<file path="src/rtl/fpadder_pkg.sv">
// Shared types and constants for the fpadder operand feeder.
package fpadder_pkg;

  typedef logic [31:0] fp32_t;

  typedef struct packed {
    fp32_t a;
    fp32_t b;
  } op_pair_t;

  typedef enum logic [1:0] {
    SYNC,
    DRIVE_A,
    DRIVE_B,
    WAIT_RESULT
  } feed_phase_t;

  localparam fp32_t FP_ZERO = 32'h0;

endpackage

</file>
<file path="src/rtl/fp_sync_fifo.sv">
// Single-clock FIFO with occupancy count; push while full is accepted only alongside a pop.
module fp_sync_fifo #(
  parameter int unsigned WIDTH = 32,
  parameter int unsigned DEPTH = 2
) (
  input  logic                     clock,
  input  logic                     nreset,
  input  logic                     push,
  input  logic [WIDTH-1:0]         push_data,
  input  logic                     pop,
  output logic [WIDTH-1:0]         head,
  output logic [$clog2(DEPTH):0]   count
);

  localparam int unsigned AW = $clog2(DEPTH);

  logic [WIDTH-1:0] mem [DEPTH];
  logic [AW-1:0]    wr_ptr;
  logic [AW-1:0]    rd_ptr;
  logic             full;
  logic             do_push;
  logic             do_pop;

  assign full    = count == (AW + 1)'(DEPTH);
  assign do_pop  = pop && (count != '0);
  assign do_push = push && (!full || do_pop);
  assign head    = mem[rd_ptr];

  always_ff @(posedge clock or negedge nreset) begin
    if (!nreset) begin
      for (int unsigned i = 0; i < DEPTH; i++) mem[i] <= '0;
      wr_ptr <= '0;
      rd_ptr <= '0;
      count  <= '0;
    end else begin
      if (do_push) begin
        mem[wr_ptr] <= push_data;
        wr_ptr      <= wr_ptr + 1'b1;
      end
      if (do_pop) rd_ptr <= rd_ptr + 1'b1;
      if (do_push && !do_pop)      count <= count + 1'b1;
      else if (!do_push && do_pop) count <= count - 1'b1;
    end
  end

endmodule

</file>
<file path="src/rtl/fpadder_feeder.sv">
// Operand sequencer / result collector for the serial fpadder: issues real pairs or
// 0+0 bubbles each adder round and returns only real sums, in order.
module fpadder_feeder
  import fpadder_pkg::*;
#(
  parameter int unsigned DEPTH = 4
) (
  input  logic        clock,
  input  logic        nreset,
  input  logic        in_valid,
  output logic        in_ready,
  input  logic [31:0] in_a,
  input  logic [31:0] in_b,
  output logic [31:0] a,
  input  logic [31:0] adder_sum,
  input  logic        adder_ready,
  output logic        out_valid,
  input  logic        out_ready,
  output logic [31:0] out_sum,
  output logic        sync_err
);

  localparam int unsigned PW = $clog2(DEPTH) + 1;

  feed_phase_t   phase;
  fp32_t         held_b;
  logic          inflight_real;
  op_pair_t      in_pair;
  op_pair_t      pair_head;
  logic [PW-1:0] pair_count;
  logic [1:0]    res_count;
  logic [1:0]    res_after;
  logic          pair_push;
  logic          issue;
  logic          real_issue;
  logic          res_push;
  logic          res_pop;

  assign in_pair   = '{a: in_a, b: in_b};
  assign in_ready  = pair_count != PW'(DEPTH);
  assign pair_push = in_valid && in_ready;
  assign out_valid = res_count != '0;

  // Credit: results held after this edge plus the new issue must not exceed the 2-entry result FIFO.
  always_comb begin
    issue      = (phase == SYNC) || ((phase == WAIT_RESULT) && adder_ready);
    res_push   = (phase == WAIT_RESULT) && adder_ready && inflight_real;
    res_pop    = out_valid && out_ready;
    res_after  = res_count + {1'b0, res_push} - {1'b0, res_pop};
    real_issue = issue && (pair_count != '0) && (res_after <= 2'd1);
  end

  fp_sync_fifo #(
    .WIDTH ($bits(op_pair_t)),
    .DEPTH (DEPTH)
  ) u_pair_fifo (
    .clock     (clock),
    .nreset    (nreset),
    .push      (pair_push),
    .push_data (in_pair),
    .pop       (real_issue),
    .head      (pair_head),
    .count     (pair_count)
  );

  fp_sync_fifo #(
    .WIDTH (32),
    .DEPTH (2)
  ) u_res_fifo (
    .clock     (clock),
    .nreset    (nreset),
    .push      (res_push),
    .push_data (adder_sum),
    .pop       (res_pop),
    .head      (out_sum),
    .count     (res_count)
  );

  always_ff @(posedge clock or negedge nreset) begin
    if (!nreset) begin
      phase         <= SYNC;
      a             <= FP_ZERO;
      held_b        <= FP_ZERO;
      inflight_real <= 1'b0;
      sync_err      <= 1'b0;
    end else begin
      if (adder_ready && (phase != WAIT_RESULT)) sync_err <= 1'b1;
      case (phase)
        SYNC, WAIT_RESULT: begin
          if (issue) begin
            phase         <= DRIVE_A;
            inflight_real <= real_issue;
            if (real_issue) begin
              a      <= pair_head.a;
              held_b <= pair_head.b;
            end else begin
              a      <= FP_ZERO;
              held_b <= FP_ZERO;
            end
          end
        end
        DRIVE_A: begin
          a     <= held_b;
          phase <= DRIVE_B;
        end
        DRIVE_B: begin
          a     <= FP_ZERO;
          phase <= WAIT_RESULT;
        end
      endcase
    end
  end

endmodule

</file>
<file path="config.mk">
export PLATFORM = sky130hd
export DESIGN_NAME = fpadder_feeder
export DESIGN_NICKNAME = d
export VERILOG_FILES = /design/src/rtl/fpadder_pkg.sv /design/src/rtl/fp_sync_fifo.sv /design/src/rtl/fpadder_feeder.sv
export SDC_FILE = /design/constraint.sdc
export NUM_CORES = 1
export LEC_CHECK = 0
export CAP_MARGIN = 20
export CORE_MARGIN = 2
export CORE_UTILIZATION = 56
export DETAILED_ROUTE_END_ITERATION = 8
export DONT_BUFFER_PORTS = 1
export PLACE_DENSITY = 0.72
export RECOVER_POWER = 25
export SLEW_MARGIN = 25
export SYNTH_ARGS = -nofsm -noshare
export SYNTH_HDL_FRONTEND = slang
export SYNTH_HIERARCHICAL = 1
export SYNTH_SLANG_ARGS = --single-unit
</file>
<file path="constraint.sdc">
create_clock -name clock -period 3.68 [get_ports clock]
set_input_delay 0.736 -clock clock [delete_from_list [all_inputs] [get_ports clock]]
set_output_delay 0.736 -clock clock [all_outputs]
set_load 0.05 [all_outputs]
</file>
Word level (Yosys, flattened, before mapping). Cells that the tools add are included.

Input port bits: 101. Output and inout port bits: 67. Bits in registers: 399. Logic and storage cells: 101.

Bitwise operators: 4. Order comparisons: 7. Equal/unequal tests: 8. Reductions and logical operators: 33. Mux-type cells: 22. Add/subtract/negate cells: 10.

Operators by type and width (number): 256-bit bitwise mux (1); 32-bit 2-to-1 mux (7); 64-bit 2-to-1 mux (3); 64-bit binary-select mux with 2-bit select (1); 64-bit demux with 2-bit select (1); 32-bit case mux with 3 select lines (1); 64-bit bitwise mux (1); 32-bit demux with 1-bit select (1); 1-bit logical AND (17); 2-bit by 1-bit adder with 2-bit output, second input constant (3); 2-bit == test, second input constant (3); 3-bit greater-or-equal comparator, second input constant (2); 1-bit logical NOT (6); 2-bit 2-to-1 mux (3); 3-bit 2-to-1 mux (2); 2-bit inverter with 3-bit output (2); 2-bit case mux with 3 select lines (1); 2-bit nonzero test (3); 2-bit greater-or-equal comparator, second input constant (2); 2-bit inequality test, second input constant (2); 1-bit inverter with 2-bit output (2); 3-bit by 1-bit adder with 3-bit output, second input constant (1); 3-bit == test, second input constant (1); 1-bit logical OR (3); other kinds (14) (15).

Longest topological paths before layout. Gate-level depths: netlist of the first run.

Depth after elaboration: 14. Mapped depth: 16. Depth with buffers taken out: 15.

Cells and area by module. The synthesis of the first run kept the hierarchy.

By module, submodules not included: fp_sync_fifo at u_pair_fifo (times used 1, area an instance 12680.9 µm², cells an instance 652); fpadder_feeder (times used 1, area an instance 3360.7 µm², cells an instance 288); fp_sync_fifo at u_res_fifo (times used 1, area an instance 3040.4 µm², cells an instance 187).

Worst setup path before layout of the first run. No wires, ideal clock.

Path kind: register to register. Start point: reg u_res_fifo.count[1]. End point: reg u_pair_fifo.count[1]. Arrival time: 3.778 ns. Setup slack: -0.223 ns. Library setup time: 0.125 ns. Cell stages (with the launch flop): 15. Period minus slack after synthesis: 3.903 ns. Required time: 3.555 ns. Cells stage by stage: dfrtp_1 > or2_2 > and2_1 > ha_1 > nand2b_2 > xor2_4 > buf_6 > nor2_1 > or4b_4 > nand2_1 > inv_1 > ha_1 > inv_1 > fa_1 > mux2_2.

Longest elaborated chain between the ends: 11. Elaborated cells on any way between the ends: 15.

RTL lines: start, declared (RTL line fp_sync_fifo.sv:12) `output logic [$clog2(DEPTH):0] count`; start signal, assigned (RTL line fp_sync_fifo.sv:41) `if (do_push && !do_pop) count <= count + 1'b1;`; start signal, assigned (RTL line fp_sync_fifo.sv:42) `else if (!do_push && do_pop) count <= count - 1'b1;`; 2-bit nonzero test (*) (RTL line fpadder_feeder.sv:42) `assign out_valid = res_count != '0;`; named net out_valid (RTL line fpadder_feeder.sv:17) `output logic out_valid,`; 1-bit logical AND (*) (RTL line fpadder_feeder.sv:48) `res_pop = out_valid && out_ready;`; named net res_pop (RTL line fpadder_feeder.sv:37) `logic res_pop;`; 2-bit by 1-bit subtractor with 2-bit output (*) (RTL line fpadder_feeder.sv:49) `res_after = res_count + {1'b0, res_push} - {1'b0, res_pop};`; 2-bit by 1-bit less-or-equal comparator with 1-bit output (*) (RTL line fpadder_feeder.sv:50) `real_issue = issue && (pair_count != '0) && (res_after <= 2'd1);`; 1-bit logical AND (*) (RTL line fpadder_feeder.sv:50); named net real_issue (RTL line fpadder_feeder.sv:35) `logic real_issue;`; 1-bit logical AND (*) (RTL line fp_sync_fifo.sv:25) `assign do_pop = pop && (count != '0);`; 1-bit logical OR (*) (RTL line fp_sync_fifo.sv:26) `assign do_push = push && (!full || do_pop);`; 1-bit logical AND (*) (RTL line fp_sync_fifo.sv:26); named net u_pair_fifo.do_push (RTL line fp_sync_fifo.sv:21) `logic do_push;`; 1-bit logical NOT (RTL line fp_sync_fifo.sv:42); 1-bit logical AND (RTL line fp_sync_fifo.sv:42); 2-bit nonzero test (no line); end signal, assigned (RTL line fp_sync_fifo.sv:41); end signal, assigned (RTL line fp_sync_fifo.sv:42); end, declared (RTL line fp_sync_fifo.sv:12).

Mark *: on every way through the listed nets, which the timed path passes. The rest lies on a longest branch. A chain may end at the register's enable or synchronous reset.

Worst setup path in the final report of the first run.
Start point: reg u_res_fifo.count[0]. End point: reg u_pair_fifo.count[1].

Longest elaborated chain between the ends: 11. Elaborated cells on any way between the ends: 15.

RTL lines (RTL line): 2-bit nonzero test (*) (fpadder_feeder.sv:42); 1-bit logical AND (*) (fpadder_feeder.sv:48); named net res_pop (fpadder_feeder.sv:37); 2-bit by 1-bit subtractor with 2-bit output (*) (fpadder_feeder.sv:49); 2-bit by 1-bit less-or-equal comparator with 1-bit output (*) (fpadder_feeder.sv:50); 1-bit logical AND (*) (fpadder_feeder.sv:50); named net real_issue (fpadder_feeder.sv:35); 1-bit logical AND (*) (fp_sync_fifo.sv:25); 1-bit logical OR (*) (fp_sync_fifo.sv:26); 1-bit logical AND (*) (fp_sync_fifo.sv:26); named net u_pair_fifo.do_push (fp_sync_fifo.sv:21); 1-bit logical NOT (fp_sync_fifo.sv:42); 1-bit logical AND (fp_sync_fifo.sv:42); 2-bit nonzero test (no line).

Marked as above.

==> impl_metrics.ini, run 1 <==
[outcome]
status = complete, but fails checks
violations = hold timing

[layout]
fill_cells = 2508
nets = 1225
multiInputGateArea_mm2 = 0.00817
stdcell_count = 1592
final_layout_size_suffix_gt1_share_pct = 48.0
syn_to_final_growth_pct = 7.13
ff_latch_area_mm2 = 0.00999
antenna_cells = 0

[global_routing]
grt_pass1_wl_mm = 62.4
grt_use_total_pct = 22.5
grt_pass1_vias = 10500
antenna_found_initial = 0
grt_max_degree = 400
grt_remaining_overflow = 0

[pwr]
power.leakage_nw = 8.91
intPower_mw = 14.2
power.share.combinational_pct = 44.1
power_frac_seq_pct = 36.4
vdd_drop_max_mv = 0.557
power.share.clock_pct = 19.5
cellPowerDensity_mw_per_mm2 = 1080
p_sw_mw = 7.78
switching_share_pct = 35.4

[clock_network]
clock_path_buffers = 3
cts-resized-gates = 0
cts_tree = done
post_cts_buffers = 0
clock-sinks = 399
clock-root-buffer = clkbuf_16
numCtsBuffers = 42
cts.reportedPaths.clkPinSlew_ns = 0.06
ctsHtreeMaxLevel = 2
clkLatencyLatePin_ns = 0.53

[worst_setup_path]
reg2reg_to = u_pair_fifo/count[1]
endpoint_kind = flip-flop
crit_start = u_res_fifo/count[0]
startpoint_type = flip-flop
r2r_cells = 13
endpoint = u_pair_fifo/count[1]
arrival_ns = 3.93
worstPathMaxFanout = 6
required_ns = 4.10
r2r_start = u_res_fifo/count[0]
path_class = reg2reg
r2r_setup_slack_ns = 0.17

[sta]
fmax_ghz = 0.285
setup_slack_ns = 0.168
period_minus_slack_ns = 3.51
tns_ns = 0
rsz0062_at_grt = false
timing.hold.ws_ns = -0.100
relSlewSlack_pct = 33.0
drv_slew = 0
tightest_slew_ns = 1.00
setup_viol = 0
skew_ns = 0.00747
post-route-period-util_pct = 95.4
hold_viol = 97

[yosys]
synth-warning-count = 6
yosysSeqAreaShare_pct = 52.3
async_reset_ff_share_pct = 100
yosysUniqueCellTypes = 41
synth_area_mm2 = 0.0191
synth_edf_count = 0
synth_top_family_by_area = multiplexers
syn_nets = 1239
yosys_most_used_dff = dfrtp_1
ys_seq_elements = 399
avgSynthCellArea_um2 = 16.9
synth_xor_area_share_pct = 0.938
synth_compound_area_share_pct = 4.82
synth_mux_area_share_pct = 33.5
synth_simple_gate_area_share_pct = 2.77
synth_cells = 1127
synthAdderAreaFrac_pct = 0.761

[route]
wl_per_cell_um = 24.6
drt_wl_total_mm = 39.2
via_count = 9429
vias_per_cell = 5.92
drc_errors = 0
first_pass_iters = 4
drt_iter0_markers = 619
ant_nets = 0

[floorplan]
core-area_mm2 = 0.0335
ios = 168
start_util_pct = 56.9
die_area_mm2 = 0.0356
die_w_um = 189
chipHeight_um = 189
rows = 67

[placed_design]
pre_cts_ws_ns = 0.225
io_buffers = 0
dp.cells = 1517
place_congestion = 0.758
hpwl_mm = 23.9

[worst_hold_path]
hp-class = in2async

[run]
max_cap_violations = 0
[registers in the layout, summed over array words and instances, names as in the netlist]
signal / count
u_pair_fifo/rd_ptr: 2
u_pair_fifo/wr_ptr: 2
u_res_fifo/count: 2
u_res_fifo/rd_ptr: 1
sync_err: 1
u_pair_fifo/mem: 256
u_res_fifo/mem: 64
held_b: 32
phase: 2
inflight_real: 1
a: 32
u_pair_fifo/count: 3
u_res_fifo/wr_ptr: 1
[layout make-up]
type	count	area share, %
Tap cell	448	2.74
Multi-Input combinational cell	638	40.0
Timing Repair Buffer	23	1.27
Clock buffer	58	6.13
Inverter	9	0.165
Clock inverter	17	0.826
Sequential cell	399	48.9
[metrics by stage]
| step | util (%) | power, mW | hold WS, ns | area, µm² |
|---|---|---|---|---|
| floorplan | - | 16.3 | 0.440 | 19100 |
| finish | 61.0 | 22.0 | -0.100 | 20400 |
| global route | 61.0 | 23.1 | -0.117 | 20400 |
| detailed placement | 56.7 | 17.7 | 0.452 | 19000 |
| CTS | 61.0 | 22.2 | -0.116 | 20400 |
| global placement | 56.7 | 17.5 | 0.449 | 19000 |
[placed cells by master, fill, tap and decap left out, drive strengths merged, types with 5 or more instances in the layout]
cell type | netlist | layout
a32o | 33 | 33
mux2 | 354 | 354
mux4 | 64 | 64
dfrtp | 399 | 399
clkinv | 0 | 11
inv | 9 | 10
nor2b | 32 | 32
buf | 60 | 23
xnor2 | 8 | 8
a22oi | 32 | 32
ha | 10 | 10
xor2 | 6 | 6
o31ai | 33 | 33
clkbuf | 21 | 58
nor2 | 5 | 5
nand2 | 37 | 37
[power groups by stage]
| stage | logic, mW | registers, mW | clock network (mW) |
|---|---|---|---|
| 2_1_floorplan | 8.85 | 7.45 | 0 |
| 3_3_place_gp | 9.54 | 7.93 | 0 |
| 3_5_place_dp | 9.73 | 8.02 | 0 |
| 4_1_cts | 9.77 | 8.00 | 4.39 |
| 5_1_grt | 10.3 | 8.25 | 4.58 |
| 6_report | 9.69 | 8.00 | 4.29 |
[cell families (layout without fill, tap and decap cells)]
logic type / after synthesis / count (layout)
buf+inv: 90 / 107
simple gates: 90 / 90
compound gates: 104 / 104
flops: 399 / 399
mux: 419 / 419
fa+ha+maj: 11 / 11
xor+xnor: 14 / 14
[critical path: stages (launching register included)]
cell and delay, ns:
dfrtp_2 0.46, or2_4 0.28, and2_4 0.18, ha_2 0.20, xnor2_4 0.30, xor2_4 0.20, nor2_1 0.09, or4b_4 0.53
nand2_2 0.12, inv_1 0.06, ha_1 0.23, inv_1 0.08, fa_1 0.40, mux2_2 0.27
[metal layers]
| layer | global-route usage, % | share of wire, % |
|---|---|---|
| met1 | 30.3 | 43 |
| met2 | 36.3 | 48 |
| met3 | 6.37 | 6.9 |
| met4 | 5.47 | 2.1 |
| met5 | 0 | 0 |
[cells in the mapped netlist (2+ instances only)]
cell type,number,area (µm²)
nand2_1,37,139
xor2_1,5,43.8
ha_1,10,125
dfrtp_1,399,9980
a22oi_1,32,240
buf_6,13,146
nor2_1,4,15.0
buf_1,3,11.3
clkbuf_1,21,78.8
o31ai_2,11,138
xnor2_4,2,55.1
and2_1,3,18.8
nor3b_4,2,37.5
mux4_2,64,1440
o21ai_0,2,10.0
buf_2,13,65.1
nor2b_1,32,200
buf_8,3,45.0
a32o_1,33,330
o31ai_1,22,165
mux2_2,102,1150
xnor2_1,6,52.6
mux2_4,252,3780
a21o_1,2,15.0
inv_1,8,30.0
buf_12,28,561
and3_4,4,45.0
[worst min-delay path by stage]
stage	startpoint	to	slack, ns
after floorplan	nreset	a[0]	0.44
after global routing	nreset	u_res_fifo/mem[52]	-0.12
after detailed placement	nreset	u_res_fifo/mem[52]	0.45
after global placement	nreset	u_res_fifo/mem[19]	0.45
final	nreset	u_res_fifo/mem[56]	-0.10
after CTS	nreset	u_res_fifo/mem[56]	-0.12
Power figures use the tool's default switching activity.
==> run 2, diff against run 1 <==
--- a/config.mk
+++ b/config.mk
@@ -7,10 +7,9 @@
 export LEC_CHECK = 0
 export CAP_MARGIN = 20
 export CORE_MARGIN = 2
-export CORE_UTILIZATION = 56
+export CORE_UTILIZATION = 53
 export DETAILED_ROUTE_END_ITERATION = 8
-export DONT_BUFFER_PORTS = 1
-export PLACE_DENSITY = 0.72
+export PLACE_DENSITY = 0.75
 export RECOVER_POWER = 25
 export SLEW_MARGIN = 25
 export SYNTH_ARGS = -nofsm -noshare
==> run 2 against run 1 <==
Compared with the run above:
- the flow finishes with violations (capacitance limit, slew limit)
- power rose by 5.2%
- setup slack gained 0.23 ns
- count of clock-buffer cells in the layout grew 9
- critical path depth stayed put
- utilization grew 2.3 points
- cell area grew 9.8%
- worst hold slack gained 0.20 ns
- die area rose by 5.5%
- fmax up 7.0%
- highest routed layer is now met5
==> impl_metrics.ini, run 2 (same netlist as run 1, synthesis figures left out) <==
[pwr]
vdd_drop_max_mv = 0.796
power.leakage_nw = 9.70
cellPowerDensity_mw_per_mm2 = 1030

[floorplan]
start_util_pct = 53.8
ios = 168
rows = 69
core-area_mm2 = 0.0355
die_w_um = 194
chipHeight_um = 194
die_area_mm2 = 0.0375

[run]
max_cap_violations = 2

[clock_network]
cts-resized-gates = 0
cts_hold_buffers = 0
clock-root-buffer = clkbuf_16
clock-sinks = 399
post_cts_buffers = 0
clkLatencyLatePin_ns = 0.54
cts_tree = done
ctsHtreeMaxLevel = 2
cts.reportedPaths.clkPinSlew_ns = 0.06
numCtsBuffers = 43
clock_path_buffers = 3

[route]
drc_errors = 0
drt_wl_total_mm = 41.2
via_count = 10400
vias_per_cell = 5.78
wl_per_cell_um = 22.9
drt_iter0_markers = 630
first_pass_iters = 5
ant_nets = 0

[sta]
tightest_slew_ns = 2.47
post-route-period-util_pct = 89.2
setup_viol = 0
relSlewSlack_pct = -64.9
setup_slack_ns = 0.397
drv_slew = 199
fmax_ghz = 0.305
hold_viol = 0
period_minus_slack_ns = 3.28
rsz0062_at_grt = false
tns_ns = 0
skew_ns = 0.0141

[worst_setup_path]
path_class = in2reg
crit_slowest_cell = dlygate4sd3_1
endpoint_kind = flip-flop
crit_top_cell = inv_1
required_ns = 4.11
startpoint_type = input port
worstPathCellList = dlygate4sd3_1 -> nand3_1 -> ha_2 -> xnor2_4 -> xor2_4 -> nor2_1 -> or4b_4 -> nand2_2 -> inv_1 -> ha_1 -> inv_1 -> fa_1 -> mux2_2
arrival_ns = 3.71
worstPathMaxFanout = 3
max_stage_delay_ns = 0.56

[placed_design]
place_congestion = 0.765
dp.cells = 1718
pre_cts_ws_ns = -0.0750
hpwl_mm = 26.4
placed_cell_area_mm2 = 0.0210
io_buffers = 167

[layout]
largest_registers = u_pair_fifo/mem: 256 flops, u_res_fifo/mem: 64 flops
utilization_pct = 63.3
largest-register = u_pair_fifo/mem
layout_commonest_cell = dfrtp_1
fill_cells = 2546
post-route-cell-area_mm2 = 0.0225
final_cell_mix = dfrtp_1 (395), mux2_4 (252), clkdlybuf4s50_1 (165)
final_layout_size_suffix_gt1_share_pct = 42.4
largest_reg_flops = 256
syn_to_final_growth_pct = 17.7
nets = 1414
stdcell_count = 1798

[worst_hold_path]
hp-class = in2async

[global_routing]
grt_pass1_wl_mm = 66.0
grt_use_total_pct = 22.1
grt_max_degree = 113
grt_pass1_vias = 11400
grt_remaining_overflow = 0
antenna_found_initial = 3

[outcome]
status = complete, but fails checks
violations = capacitance limit, slew limit
[run 2: cell types whose count changed in the layout (fill, tap and decap cells not counted), sizes merged]
cell           change
clkdlybuf4s50    +165
buf               +21
clkbuf            +10
clkinv             -3
clkinvlp           -2
diode              +1
dlygate4sd3        +1
[run 2: path summary, 6_finish.rpt]
kind	startpoint	to	slack, ns	cells past startpoint
setup / recovery	adder_ready	u_pair_fifo/count[1]	0.40	13
hold / removal	nreset	u_res_fifo/mem[50]	0.1	1
setup reg to reg	u_res_fifo/count[0]	u_pair_fifo/count[1]	0.40	13
hold reg to reg	sync_err	sync_err	0.47	1
max in group asynchronous	nreset	u_pair_fifo/mem[153]	0.81	2
min in group clock	sync_err	sync_err	0.47	1
[run 2: metrics by stage]
stage          power (mW)  hold slack, ns
3_5_place_dp         18.7           0.452
6_report             23.1          0.0962
3_3_place_gp         18.5           0.450
4_1_cts              23.3           0.107
2_1_floorplan        16.3           0.440
5_1_grt              24.2           0.118
[run 2: worst max-delay path: cells and delay by family]
family	cells	cell delay, ns
XOR/XNOR	2	0.42
AND/OR/NAND/NOR	4	0.79
multiplexers	1	0.26
buffers and inverters	3	0.67
adder cells (fa/ha/maj)	3	0.84
[run 2: final cells by class]
cell class                      count  area [µm²]  share of cell area [%]
Inverter                            9        33.8                   0.150
Antenna cell                        1        2.50                  0.0111
Sequential cell                   399        9990                    44.5
Clock buffer                       67        1320                    5.87
Timing Repair Buffer              211        2210                    9.86
Tap cell                          461         577                    2.57
Clock inverter                     12         139                   0.619
Multi-Input combinational cell    638        8170                    36.4
[run 2: report_power, final]
group	total, mW	internal (mW)	switching (mW)
clock network	4.41	2.67	1.74
registers	7.78	6.47	1.31
logic	10.9	5.92	5.01
[run 2: metal layers]
layer  vias to the layer above  wire length, µm  track usage, %
li1                       4512                -               -
met1                      5581            18300            31.1
met2                       243            20200            36.3
met3                        57             2000            3.95
met4                         2              647            4.61
met5                         -               13               0
==> run 3, diff against run 2 <==
--- a/config.mk
+++ b/config.mk
@@ -5,11 +5,12 @@
 export SDC_FILE = /design/constraint.sdc
 export NUM_CORES = 1
 export LEC_CHECK = 0
+export ABC_AREA = 1
 export CAP_MARGIN = 20
 export CORE_MARGIN = 2
-export CORE_UTILIZATION = 53
+export CORE_UTILIZATION = 40
 export DETAILED_ROUTE_END_ITERATION = 8
-export PLACE_DENSITY = 0.75
+export PLACE_DENSITY = 0.59
 export RECOVER_POWER = 25
 export SLEW_MARGIN = 25
 export SYNTH_ARGS = -nofsm -noshare
==> run 3 against run 2 <==
Compared with the run above:
- the run still ends with capacitance limit, slew limit left
- clock power up 16%
- global-route usage up 2.8 points
- cell count up 75%
- setup slack worse by 0.051 ns
- non-clock buffer count up 8
- utilization down 16 points
- register-to-register slack better by 0.20 ns
- synthesized area up 3.5%
- power up 3.4%
- largest cell class unchanged
- largest power group unchanged
==> impl_metrics.ini, run 3 <==
[outcome]
status = complete, but fails checks
violations = capacitance limit, slew limit

[yosys]
synthTopCellsByCount = nand2_1 (927), dfrtp_1 (399), nand4_1 (385)
ys_top_cells_by_area = dfrtp_1 (51%), nand2_1 (18%), nand4_1 (12%)
synth_area_mm2 = 0.0197
synth_top_area_cell = dfrtp_1
synth_cells = 2396
yosysUniqueCellTypes = 32
yosys_most_used_dff = dfrtp_1
async_reset_ff_share_pct = 100
synth_top_area_share_pct = 50.6
avgSynthCellArea_um2 = 8.24
yosysSeqAreaShare_pct = 50.6
synth_edf_count = 0
synth-warning-count = 6
syn_nets = 2508
ys_seq_elements = 399
synth.most_common_cell = nand2_1

[pwr]
cellPowerDensity_mw_per_mm2 = 1030
switching_share_pct = 46.3
p_sw_mw = 11.1
intPower_mw = 12.8
power.leakage_nw = 11.5
vdd_drop_max_mv = 0.696
power_frac_seq_pct = 32.0
power.share.combinational_pct = 46.6
power.share.clock_pct = 21.3

[floorplan]
core-area_mm2 = 0.0488
ios = 168
chipHeight_um = 226
die_w_um = 226
die_area_mm2 = 0.0512
start_util_pct = 40.4
rows = 81

[clock_network]
cts_hold_buffers = 0
post_cts_buffers = 0
clock-root-buffer = clkbuf_16
clkLatencyLatePin_ns = 0.59
numCtsBuffers = 46
clock_path_buffers = 3
clock-sinks = 399
ctsHtreeMaxLevel = 2
cts_tree = done
cts-resized-gates = 0
cts.reportedPaths.clkPinSlew_ns = 0.06

[worst_setup_path]
worstPathMaxFanout = 33
required_ns = 2.94
cpLargestDelayFamily = buffers and inverters
r2r_start = phase[0]
crit_start = u_res_fifo/rd_ptr
endpoint = out_sum[31]
startpoint_type = flip-flop
endpoint_kind = output port
crit_slowest_cell = clkdlybuf4s50_1
path_buf_inv = 2
max_stage_delay_ns = 0.85
reg2reg_to = u_pair_fifo/count[2]
crit_top_cell = nand2_1
r2r_setup_slack_ns = 0.60
path_class = reg2out
worstPathCellList = inv_2 -> nand2_1 -> nand2_1 -> clkdlybuf4s50_1
crit_cells = 4
r2r_cells = 18
arrival_ns = 2.60

[layout]
layout_commonest_cell = nand2_1
nets = 2556
final_layout_size_suffix_gt1_share_pct = 6.77
largest-register = u_pair_fifo/mem
syn_to_final_growth_pct = 17.1
post-route-cell-area_mm2 = 0.0231
largest_registers = u_pair_fifo/mem: 256 flops, u_res_fifo/mem: 64 flops
final_cell_mix = nand2_1 (927), dfrtp_1 (397), nand4_1 (385)
largest_reg_flops = 256

[route]
vias_per_cell = 5.60
drt_iter0_markers = 1594
ant_nets = 0
drt_wl_total_mm = 63.4
drc_errors = 0
via_count = 17600
first_pass_iters = 6
wl_per_cell_um = 20.1

[worst_hold_path]
hp-class = reg2reg

[global_routing]
grt_pass1_vias = 17000
grt_max_degree = 142
grt_remaining_overflow = 0
antenna_found_initial = 4
grt_use_total_pct = 24.9
grt_pass1_wl_mm = 99.7

[placed_design]
hpwl_mm = 36.8
placed_cell_area_mm2 = 0.0214
io_buffers = 167
pre_cts_ws_ns = -0.00789
place_congestion = 0.829

[sta]
setup_viol = 0
setup_slack_ns = 0.346
drv_slew = 76
rsz0062_at_grt = false
fmax_ghz = 0.300
tightest_slew_ns = 2.16
period_minus_slack_ns = 3.33
hold_viol = 0
skew_ns = 0.0163
post-route-period-util_pct = 90.6
relSlewSlack_pct = -44.2
timing.hold.ws_ns = 0.466

[run]
max_cap_violations = 1
[run 3: changes by cell type after synthesis, sizes merged, moves of 33 or more]
cell / before / now
mux4: 64 / 0
buf: 60 / 185
nor2: 5 / 133
nand2: 37 / 932
inv: 9 / 63
mux2: 354 / 0
o22ai: 0 / 64
a32o: 33 / 0
nand4: 0 / 385
o31ai: 33 / 0
o21ai: 2 / 132
nand3: 1 / 47
[run 3: worst reg2reg max path: cells and delay by family (launching register included)]
kind	cells	cell delay (ns)
flip-flops	1	0.40
AO/OA/AOI/OAI	1	0.28
AND/OR/NAND/NOR	9	0.83
buffers and inverters	3	0.20
XOR/XNOR	1	0.15
adder cells (fa/ha/maj)	4	1.11
[run 3: kinds of logic after synthesis]
family | after synthesis | synth area share, %
DFF | 399 | 50.6
AOI/OAI and AO/OA | 199 | 5.48
buffers and inverters | 283 | 8.54
and+or+nand+nor | 1498 | 34.4
xor gates and xnor gates | 6 | 0.266
adders and majority gates | 11 | 0.735
[run 3: through the flow]
stage	power [mW]	util, %	instances	setup TNS, ns
after floorplan	15.6	-	2396	0
after global placement	18.5	43.9	3060	0
after detailed placement	18.8	43.9	3060	-0.00789
after CTS	24.0	47.4	3145	0
after global routing	25.5	47.3	3146	0
final	23.9	47.3	3146	0
[run 3: final cells by class]
type                    count  area [µm²]
clock inverters            18         288
flip-flops and latches    399        9990
diodes                      1        2.50
fillers                  4764       25700
clock buffers              67        1430
multi-input cells        1714        8090
repair buffers            219        2250
inverters                  64         241
well taps                 664         831
[run 3: how the worst min path moves through the flow]
| stage | start | endpoint | slack [ns] | cells after the start |
|---|---|---|---|---|
| after floorplan | nreset | a[0] | 0.44 | 0 |
| after CTS | nreset | u_pair_fifo/mem[80] | 0.17 | 1 |
| after global routing | u_pair_fifo/mem[80] | u_pair_fifo/mem[80] | 0.48 | 2 |
| after detailed placement | u_pair_fifo/mem[92] | u_pair_fifo/mem[92] | 0.45 | 2 |
| final | u_pair_fifo/mem[92] | u_pair_fifo/mem[92] | 0.47 | 2 |
| after global placement | u_pair_fifo/mem[191] | u_pair_fifo/mem[191] | 0.45 | 2 |
[run 3: per-layer routing]
metal	track usage [%]	vias up	part of all wire, %
li1	-	8200	-
met1	34.4	8675	44
met2	39.0	603	46
met3	3.96	134	6.2
met4	10.3	8	3.4
met5	1.17	-	0.14
[run 3: power by group through the flow]
stage	Combinational (mW)	Sequential [mW]	Clock [mW]
5_1_grt	12.2	7.90	5.39
2_1_floorplan	7.88	7.72	0
3_5_place_dp	11.1	7.70	0
3_3_place_gp	10.9	7.63	0
4_1_cts	11.1	7.64	5.20
6_report	11.2	7.66	5.10
